==> src/rtl/cache_assoc_param.sv <==
// Fully-associative write-back/write-allocate cache with true-LRU replacement.
// Misses write back a dirty victim and fill from memory over a req/ack handshake.
module cache_assoc_param #(
    parameter int WAYS   = 4,
    parameter int TAG_W  = 7,
    parameter int DATA_W = 5
) (
    input  logic              Clock,
    input  logic              Reset,
    input  logic              Req_Valid,
    output logic              Req_Ready,
    input  logic              Write,
    input  logic [TAG_W-1:0]  Tag_Input,
    input  logic [DATA_W-1:0] BlockIn,
    output logic              Resp_Valid,
    output logic [DATA_W-1:0] BlockOut,
    output logic              hit,
    output logic              M_Req,
    input  logic              M_Ack,
    output logic              C_Write_M,
    output logic [TAG_W-1:0]  Tag_Output,
    output logic [DATA_W-1:0] C_Block_M,
    input  logic [DATA_W-1:0] M_Block_C,
    output logic [2:0]        dbg_state
);
    localparam int AW = $clog2(WAYS);

    // Request side: valid/ready transfer on a rising edge with both high.
    // Memory side: M_Req holds address/data stable until the M_Ack edge.
    typedef enum logic [2:0] {
        S_IDLE   = 3'd0,
        S_LOOKUP = 3'd1,
        S_WB     = 3'd2,
        S_FILL   = 3'd3,
        S_RESP   = 3'd4
    } state_t;

    state_t state, state_next;

    logic [WAYS-1:0]   valid, dirty;
    logic [TAG_W-1:0]  tag_q  [WAYS];
    logic [DATA_W-1:0] data_q [WAYS];
    logic [AW-1:0]     age      [WAYS];
    logic [AW-1:0]     age_next [WAYS];

    logic              req_write;
    logic [TAG_W-1:0]  req_tag;
    logic [DATA_W-1:0] req_data;
    logic [AW-1:0]     victim;
    logic              hit_q;
    logic [DATA_W-1:0] block_q;

    logic              hit_any, inv_any, touch_en;
    logic [AW-1:0]     hit_way, inv_way, lru_way, vict_sel, touch_way;
    logic [DATA_W-1:0] fill_data;

    always_comb begin
        hit_any = 1'b0;
        hit_way = '0;
        inv_any = 1'b0;
        inv_way = '0;
        lru_way = '0;
        for (int i = 0; i < WAYS; i++) begin
            if (!hit_any && valid[i] && tag_q[i] == req_tag) begin
                hit_any = 1'b1;
                hit_way = AW'(i);
            end
            if (!inv_any && !valid[i]) begin
                inv_any = 1'b1;
                inv_way = AW'(i);
            end
            if (age[i] == AW'(WAYS - 1))
                lru_way = AW'(i);
        end
        vict_sel = inv_any ? inv_way : lru_way;
    end

    // Touch promotes one line to MRU and ages every line that was younger.
    always_comb begin
        touch_en  = (state == S_LOOKUP && hit_any) || (state == S_FILL && M_Ack);
        touch_way = (state == S_LOOKUP) ? hit_way : victim;
        for (int i = 0; i < WAYS; i++) begin
            age_next[i] = age[i];
            if (touch_en) begin
                if (AW'(i) == touch_way)
                    age_next[i] = '0;
                else if (age[i] < age[touch_way])
                    age_next[i] = age[i] + AW'(1);
            end
        end
    end

    assign fill_data = req_write ? req_data : M_Block_C;

    always_ff @(posedge Clock) begin
        if (Reset)
            state <= S_IDLE;
        else
            state <= state_next;
    end

    always_comb begin
        state_next = state;
        case (state)
            S_IDLE:   if (Req_Valid) state_next = S_LOOKUP;
            S_LOOKUP: begin
                if (hit_any)
                    state_next = S_RESP;
                else if (valid[vict_sel] && dirty[vict_sel])
                    state_next = S_WB;
                else
                    state_next = S_FILL;
            end
            S_WB:     if (M_Ack) state_next = S_FILL;
            S_FILL:   if (M_Ack) state_next = S_RESP;
            S_RESP:   state_next = S_IDLE;
            default:  state_next = S_IDLE;
        endcase
    end

    always_comb begin
        Req_Ready  = (state == S_IDLE);
        Resp_Valid = (state == S_RESP);
        M_Req      = (state == S_WB) || (state == S_FILL);
        C_Write_M  = (state == S_WB);
        Tag_Output = '0;
        C_Block_M  = '0;
        if (state == S_WB) begin
            Tag_Output = tag_q[victim];
            C_Block_M  = data_q[victim];
        end else if (state == S_FILL) begin
            Tag_Output = req_tag;
        end
        BlockOut  = block_q;
        hit       = hit_q;
        dbg_state = state;
    end

    // Result registers load only on the edge entering RESP, so they hold between responses.
    always_ff @(posedge Clock) begin
        if (Reset) begin
            valid     <= '0;
            dirty     <= '0;
            req_write <= 1'b0;
            req_tag   <= '0;
            req_data  <= '0;
            victim    <= '0;
            hit_q     <= 1'b0;
            block_q   <= '0;
            for (int i = 0; i < WAYS; i++) begin
                age[i]    <= AW'(i);
                tag_q[i]  <= '0;
                data_q[i] <= '0;
            end
        end else begin
            for (int i = 0; i < WAYS; i++)
                age[i] <= age_next[i];
            case (state)
                S_IDLE: begin
                    if (Req_Valid) begin
                        req_write <= Write;
                        req_tag   <= Tag_Input;
                        req_data  <= BlockIn;
                    end
                end
                S_LOOKUP: begin
                    if (hit_any) begin
                        hit_q <= 1'b1;
                        if (req_write) begin
                            data_q[hit_way] <= req_data;
                            dirty[hit_way]  <= 1'b1;
                            block_q         <= req_data;
                        end else begin
                            block_q <= data_q[hit_way];
                        end
                    end else begin
                        victim <= vict_sel;
                    end
                end
                S_WB: begin
                    if (M_Ack)
                        dirty[victim] <= 1'b0;
                end
                S_FILL: begin
                    if (M_Ack) begin
                        tag_q[victim]  <= req_tag;
                        valid[victim]  <= 1'b1;
                        data_q[victim] <= fill_data;
                        dirty[victim]  <= req_write;
                        block_q        <= fill_data;
                        hit_q          <= 1'b0;
                    end
                end
                default: ;
            endcase
        end
    end
endmodule

==> config.mk <==
export PLATFORM = sky130hd
export DESIGN_NAME = cache_assoc_param
export DESIGN_NICKNAME = d
export VERILOG_FILES = /design/src/rtl/cache_assoc_param.sv
export SDC_FILE = /design/constraint.sdc
export NUM_CORES = 1
export LEC_CHECK = 0
export CAP_MARGIN = 25
export CORE_MARGIN = 2
export CORE_UTILIZATION = 45
export CTS_BUF_LIST = sky130_fd_sc_hd__clkbuf_16
export DETAILED_ROUTE_END_ITERATION = 6
export MAX_ROUTING_LAYER = met4
export PLACE_DENSITY_LB_ADDON = 0.2
export REMOVE_ABC_BUFFERS = 1
export SKIP_CTS_REPAIR_TIMING = 1
export SYNTH_ARGS = -nofsm -noshare
export SYNTH_HDL_FRONTEND = slang
export SYNTH_SLANG_ARGS = --single-unit
==> constraint.sdc <==
create_clock -name Clock -period 5.43 [get_ports Clock]
set_clock_uncertainty 0.15 [all_clocks]
set_input_delay 0.8145 -clock Clock [delete_from_list [all_inputs] [get_ports Clock]]
set_output_delay 0.8145 -clock Clock [all_outputs]
set_load 0.005 [all_outputs]
-- Word-level counts from Yosys, hierarchy flattened
Memory sizes are Yosys's and may differ from the RTL's. A register that Yosys moved wholly into a read port is not among the register bits.
Index checks and enable logic that the tools add are counted.
- logic and storage cells: 182
- memory bits (writable): 56
- bits in registers: 32
- input port bits: 22
- memories: 3
- reductions and logical operators: 38
- magnitude comparators: 9
- eq/ne operators: 19
- bitwise gates (word level): 9
- add/sub/neg operators: 4
- muxes and demuxes: 91
- memories (name ; words ; width ; read ports ; clocked after memory_dff ; write ports ; line ; source):
    tag_q ; 4 ; 7 ; 5 ; 1 ; 4 ; 41 ; logic [TAG_W-1:0] tag_q [WAYS];
    data_q ; 4 ; 5 ; 2 ; 1 ; 4 ; 42 ; logic [DATA_W-1:0] data_q [WAYS];
    age ; 4 ; 2 ; 5 ; 0 ; 4 ; 43 ; logic [AW-1:0] age [WAYS];
- operator list (cell ; number):
    $mux 2 ; 31
    $mux 5 ; 7
    $mux 1 ; 33
    $eq 7x7->1 ; 4
    $mux 7 ; 3
    $mux 4 ; 4
    $logic_and 1x1->1 ; 15
    $mux 3 ; 4
    $pmux 3 s4 ; 1
    $pmux 4 s3 ; 1
    $ne 2x2->1 const B ; 5
    $pmux 5 s2 ; 1
    $reduce_or 5->1 ; 2
    $lt 2x3->1 const B ; 3
    $add 2x1->2 const B ; 4
    $logic_not 1->1 ; 8
    $lt 2x2->1 ; 4
    $or 4x4->4 ; 2
    $reduce_or 7->1 ; 1
    $eq 2x2->1 const B ; 3
    $eq 3x2->1 const B ; 2
    $reduce_and 2->1 ; 3
    $reduce_and 3->1 ; 2
    $reduce_and 5->1 ; 1
    other kinds (18) ; 26

-- Longest topological paths before layout
An unclocked memory read counts as a cell.
- word-level depth: 24
- gate-level depth with buffers: 12
- depth with buffers taken out: 10

-- Worst setup path before layout
Ideal clock, no wire load.
- path type: register to output
- from: register with a tool-made name
- to: output Tag_Output[1]
- data arrival time: 1655 ps
- path slack: 2811 ps
- cell stages (with the launch flop): 5
- path buffers: 1
- path through: dfxtp_1 > buf_1 > mux4_2 > mux2i_1 > nor2_1
- RTL lines (what ; line ; source):
    to (decl) ; 21 ; output logic [TAG_W-1:0] Tag_Output,

==> results by stage <==
Status:
- The run finished with clean final reports.

GRT:
- The met2 layer usage reported by global route is 0.356.
- Entering global routing, the biggest net connects 33 pins.
- The wire length of the first global-routing pass is 20.2 mm.
- The via count of the first global-routing pass was 3879.
- Summed over all layers, the global routing overflow is 0.
- In the global route stage, overall resource usage came out at 0.232.
- For met1 alone, demand over resource in global routing was 0.317.
- The routing usage on met3 is 0.0273.
- The global routing stage identified its most utilized layer as met2.
- The number of antenna violations at the first check in global routing is 0.

Die:
- The die covers 0.0120 mm^2.
- For this configuration, the core starts out at a cell density of 0.461.
- The floorplan row count is 38.
- In this run the vertical extent of the chip is 109 um.
- During I/O placement, the number of pins put on the boundary was 47.
- The total area inside the core boundary comes to 0.0108 mm^2.
- The die boundary width is 109 um.

Timing:
- The post-route clock period utilization is 0.671.
- The total count of max-transition violations in the final report is 0.
- The setup violation total in the final timing report is 0.
- The worst slew slack as a fraction of its limit is 0.361.
- The time the worst path needs with I/O delays and setup is 3640 ps.
- The final hold violation count is 0.
- The transition time of the tightest slew-check pin is 957 ps.
- Setup repair after global routing left no endpoint under its margin.
- Static timing analysis puts the maximum clock frequency at 275 MHz.
- The total negative slack for setup checks is 0 ps.

Yosys:
- By instance count, the leading cell after synthesis is sky130_fd_sc_hd__nor2_1.
- Of the total synthesized cell area, the portion taken by XOR and XNOR cells is 0.0491.
- The number of warning messages in the yosys log is 0.
- Counting flops with a built-in enable in the synthesized netlist gives 48.
- The fraction of synthesized cell area taken by the top area cell type is 0.288.
- The mean cell area of the mapped netlist is 9.32 um^2.
- Measured against the total synthesized area, the mux share comes to 0.0831.
- The number of unique standard cell types used by synthesis is 59.
- The predominant post-synthesis flop cell is sky130_fd_sc_hd__edfxtp_1.
- By area, the combinational part of the netlist is dominated by simple AND/OR/NAND/NOR gates.
- By area the synthesized netlist is led by sky130_fd_sc_hd__edfxtp_1 29%, sky130_fd_sc_hd__dfxtp_1 17%, sky130_fd_sc_hd__nor2_1 6.4%.
- The share of the Yosys chip area taken by registers is 0.457.
- sky130_fd_sc_hd__edfxtp_1 takes more of the synthesized area than any other cell.
- Synthesis produced a netlist whose cell count is 536.
- The fraction of registers with async set or reset after synthesis is 0.
- The complex-gate fraction of the synthesized area is 0.137.
- Of the total synthesized cell area, the portion taken by AND, OR, NAND and NOR gates is 0.229.
- The post-synthesis register bit count is 90.
- The mapped netlist covers 0.00500 mm^2.
- The synthesized-area fraction occupied by adder cells is 0.00751.
- The commonest cells after synthesis are 85 x sky130_fd_sc_hd__nor2_1, 64 x sky130_fd_sc_hd__nand2_1, 48 x sky130_fd_sc_hd__edfxtp_1.

Layout:
- The multi-input logic area is 0.00253 mm^2.
- From synthesis to final layout, the design area changed by 15.5%.
- The fraction of layout cells with a size suffix above 1 is 0.0829.
- The repair_antennas step left the layout with diodes totalling 0.
- The number of inserted filler cells in the final layout is 1010.
- In the final layout, flip-flops and latches occupy 0.00228 mm^2.
- The utilization after layout is 0.532.
- The net count of the finished layout is 587.

Critical path:
- The startpoint identified for the worst register-to-register timing path is dbg_state[2].
- For the worst setup path, the data required time is 5370 ps.
- For the worst setup path, the data arrival time is 3590 ps.
- The cell count of the worst reg-to-reg path is 9.
- The critical path ends at data_q[0][2].
- The worst setup path is captured at a flip-flop.
- The endpoint identified for the worst register-to-register timing path is data_q[0][2].
- The worst setup path startpoint is dbg_state[2].
- The type of the worst setup path is flip-flop to flip-flop.
- Setup slack on the worst reg-to-reg path comes out at 1790 ps.
- The highest fanout seen on the critical path is 15.
- The worst setup path is launched from a flip-flop.

CTS:
- The number of levels the H-tree was split into is 3.
- TritonCTS built the clock tree.
- The later pin in the worst-skew pair is clocked with a latency of 340 ps.
- After clock tree synthesis, the clock-pin slew on the worst setup and hold paths is 60 ps.
- Clock tree synthesis inserted a total of 9 buffers.
- The tree built by TritonCTS fans out to 90 sinks.
- The clock root buffer master is sky130_fd_sc_hd__clkbuf_16.
- In this run the deepest clock path goes through 2 buffers.

Routing:
- After detailed routing, the average wire length per cell comes to 18.4 um.
- In this run the remaining antenna-violating nets after routing total 0.
- The via count is 4129.
- The total wire length is 13.0 mm.
- In the routed layout, each cell is associated on average with a via count of 5.84.
- The final routed DRC violation total is 0.
- The DRC violation total after the first TritonRoute iteration is 347.
- The length of the first detailed-routing pass in iterations is 5.

Worst hold path:
- The kind of path behind the tightest hold check is flip-flop to flip-flop.

Placement:
- Port buffering added 46 buffers.
- Routability-driven placement finished with a final weighted congestion of 0.942.
- After legalization and detailed placement, the total HPWL measured 9.23 mm.

Run:
- The max-cap check violation count is 0.

Power:
- Across the VDD grid, the largest voltage drop is 134 uV.
- Dividing total power by cell area gives a power density of 279 mW/mm^2.
- The analysis attributes to cell leakage a power of 2.10 nW.
power by group:
part	internal, W	total (W)	switching [W]
clock network	0.000308	0.000569	0.000260
logic	0.000110	0.000251	0.000141
registers	0.000744	0.000788	0.0000445
worst min-delay path by stage:
stage	cells after the start	end	start	slack (ps)
4_1_cts	2	req_data[0]	req_data[0]	310
6_report	2	req_data[0]	req_data[0]	310
3_3_place_gp	2	req_data[0]	req_data[0]	300
2_1_floorplan	2	req_data[0]	req_data[0]	280
5_1_grt	2	BlockOut[1]	BlockOut[1]	340
3_5_place_dp	2	BlockOut[1]	BlockOut[1]	300
state kept, by name (all words and copies together) (netlist names), named ones only:
name and count:
data_q 20, req_data 5, req_tag 7, hit 1, dirty 4, age 8, req_write 1, valid 4
dbg_state 3, victim 2, BlockOut 5, tag_q 28
through the flow:
step | cell area [um^2] | hold WS (ps) | power [W] | worst slack, ps | std cells
after floorplan | 4860 | 280 | 0.000942 | 2570 | 503
after global placement | 5500 | 297 | 0.00105 | 2070 | 691
after detailed placement | 5500 | 300 | 0.00105 | 1870 | 691
after CTS | 5770 | 310 | 0.00161 | 1850 | 707
after global routing | 5770 | 337 | 0.00168 | 1490 | 707
final | 5770 | 306 | 0.00161 | 1790 | 707
kinds of logic (layout without fill, tap and decap cells):
kind of cell,after synthesis,after routing
simple gates,240,240
compound gates,103,103
flops,90,90
buf+inv,46,77
xor+xnor,28,28
mux,26,26
fa+ha+maj,3,3
critical path, stage by stage (launching register included):
cell and delay (ps):
sky130_fd_sc_hd__dfxtp_1 420, sky130_fd_sc_hd__nand2b_1 570, sky130_fd_sc_hd__inv_1 270, sky130_fd_sc_hd__and2_1 270
sky130_fd_sc_hd__nand2_1 290, sky130_fd_sc_hd__and2_1 570, sky130_fd_sc_hd__nor2_1 180, sky130_fd_sc_hd__a22oi_1 400
sky130_fd_sc_hd__nor2_1 110, sky130_fd_sc_hd__and2_1 180
cell usage in the layout, fill, tap and decap left out, types with 6 or more instances in the layout:
cell type                         Yosys  routed
sky130_fd_sc_hd__nor2_1              85      85
sky130_fd_sc_hd__nand2_1             64      64
sky130_fd_sc_hd__edfxtp_1            48      48
sky130_fd_sc_hd__clkdlybuf4s50_1      0      45
sky130_fd_sc_hd__dfxtp_1             42      42
sky130_fd_sc_hd__a21oi_1             34      34
sky130_fd_sc_hd__and2_1              27      27
sky130_fd_sc_hd__xnor2_1             16      16
sky130_fd_sc_hd__o21ai_0             16      16
sky130_fd_sc_hd__inv_1               13      13
sky130_fd_sc_hd__mux2i_1             13      13
sky130_fd_sc_hd__mux4_2              12      12
sky130_fd_sc_hd__xor2_1              12      12
sky130_fd_sc_hd__clkbuf_16            0       9
sky130_fd_sc_hd__nor3_1               8       8
sky130_fd_sc_hd__nand4_1              8       8
sky130_fd_sc_hd__or2_2                8       8
sky130_fd_sc_hd__nand2b_1             7       7
sky130_fd_sc_hd__a221oi_1             7       7
sky130_fd_sc_hd__a22oi_1              6       6
sky130_fd_sc_hd__a31oi_1              6       6
per-layer routing:
| metal | up-vias | routed length [um] |
|---|---|---|
| li1 | 1967 | - |
| met1 | 1950 | 5570 |
| met2 | 191 | 6150 |
| met3 | 21 | 1050 |
| met4 | 0 | 265 |
| met5 | - | 0 |
final cells by class:
cell class | count | share of cell area
Sequential cell | 90 | 0.395
Tap cell | 140 | 0.0303
Multi-Input combinational cell | 400 | 0.438
Clock inverter | 7 | 0.00759
Timing Repair Buffer | 48 | 0.0815
Clock buffer | 9 | 0.0390
Inverter | 13 | 0.00845
Power figures use the tool's default switching activity.
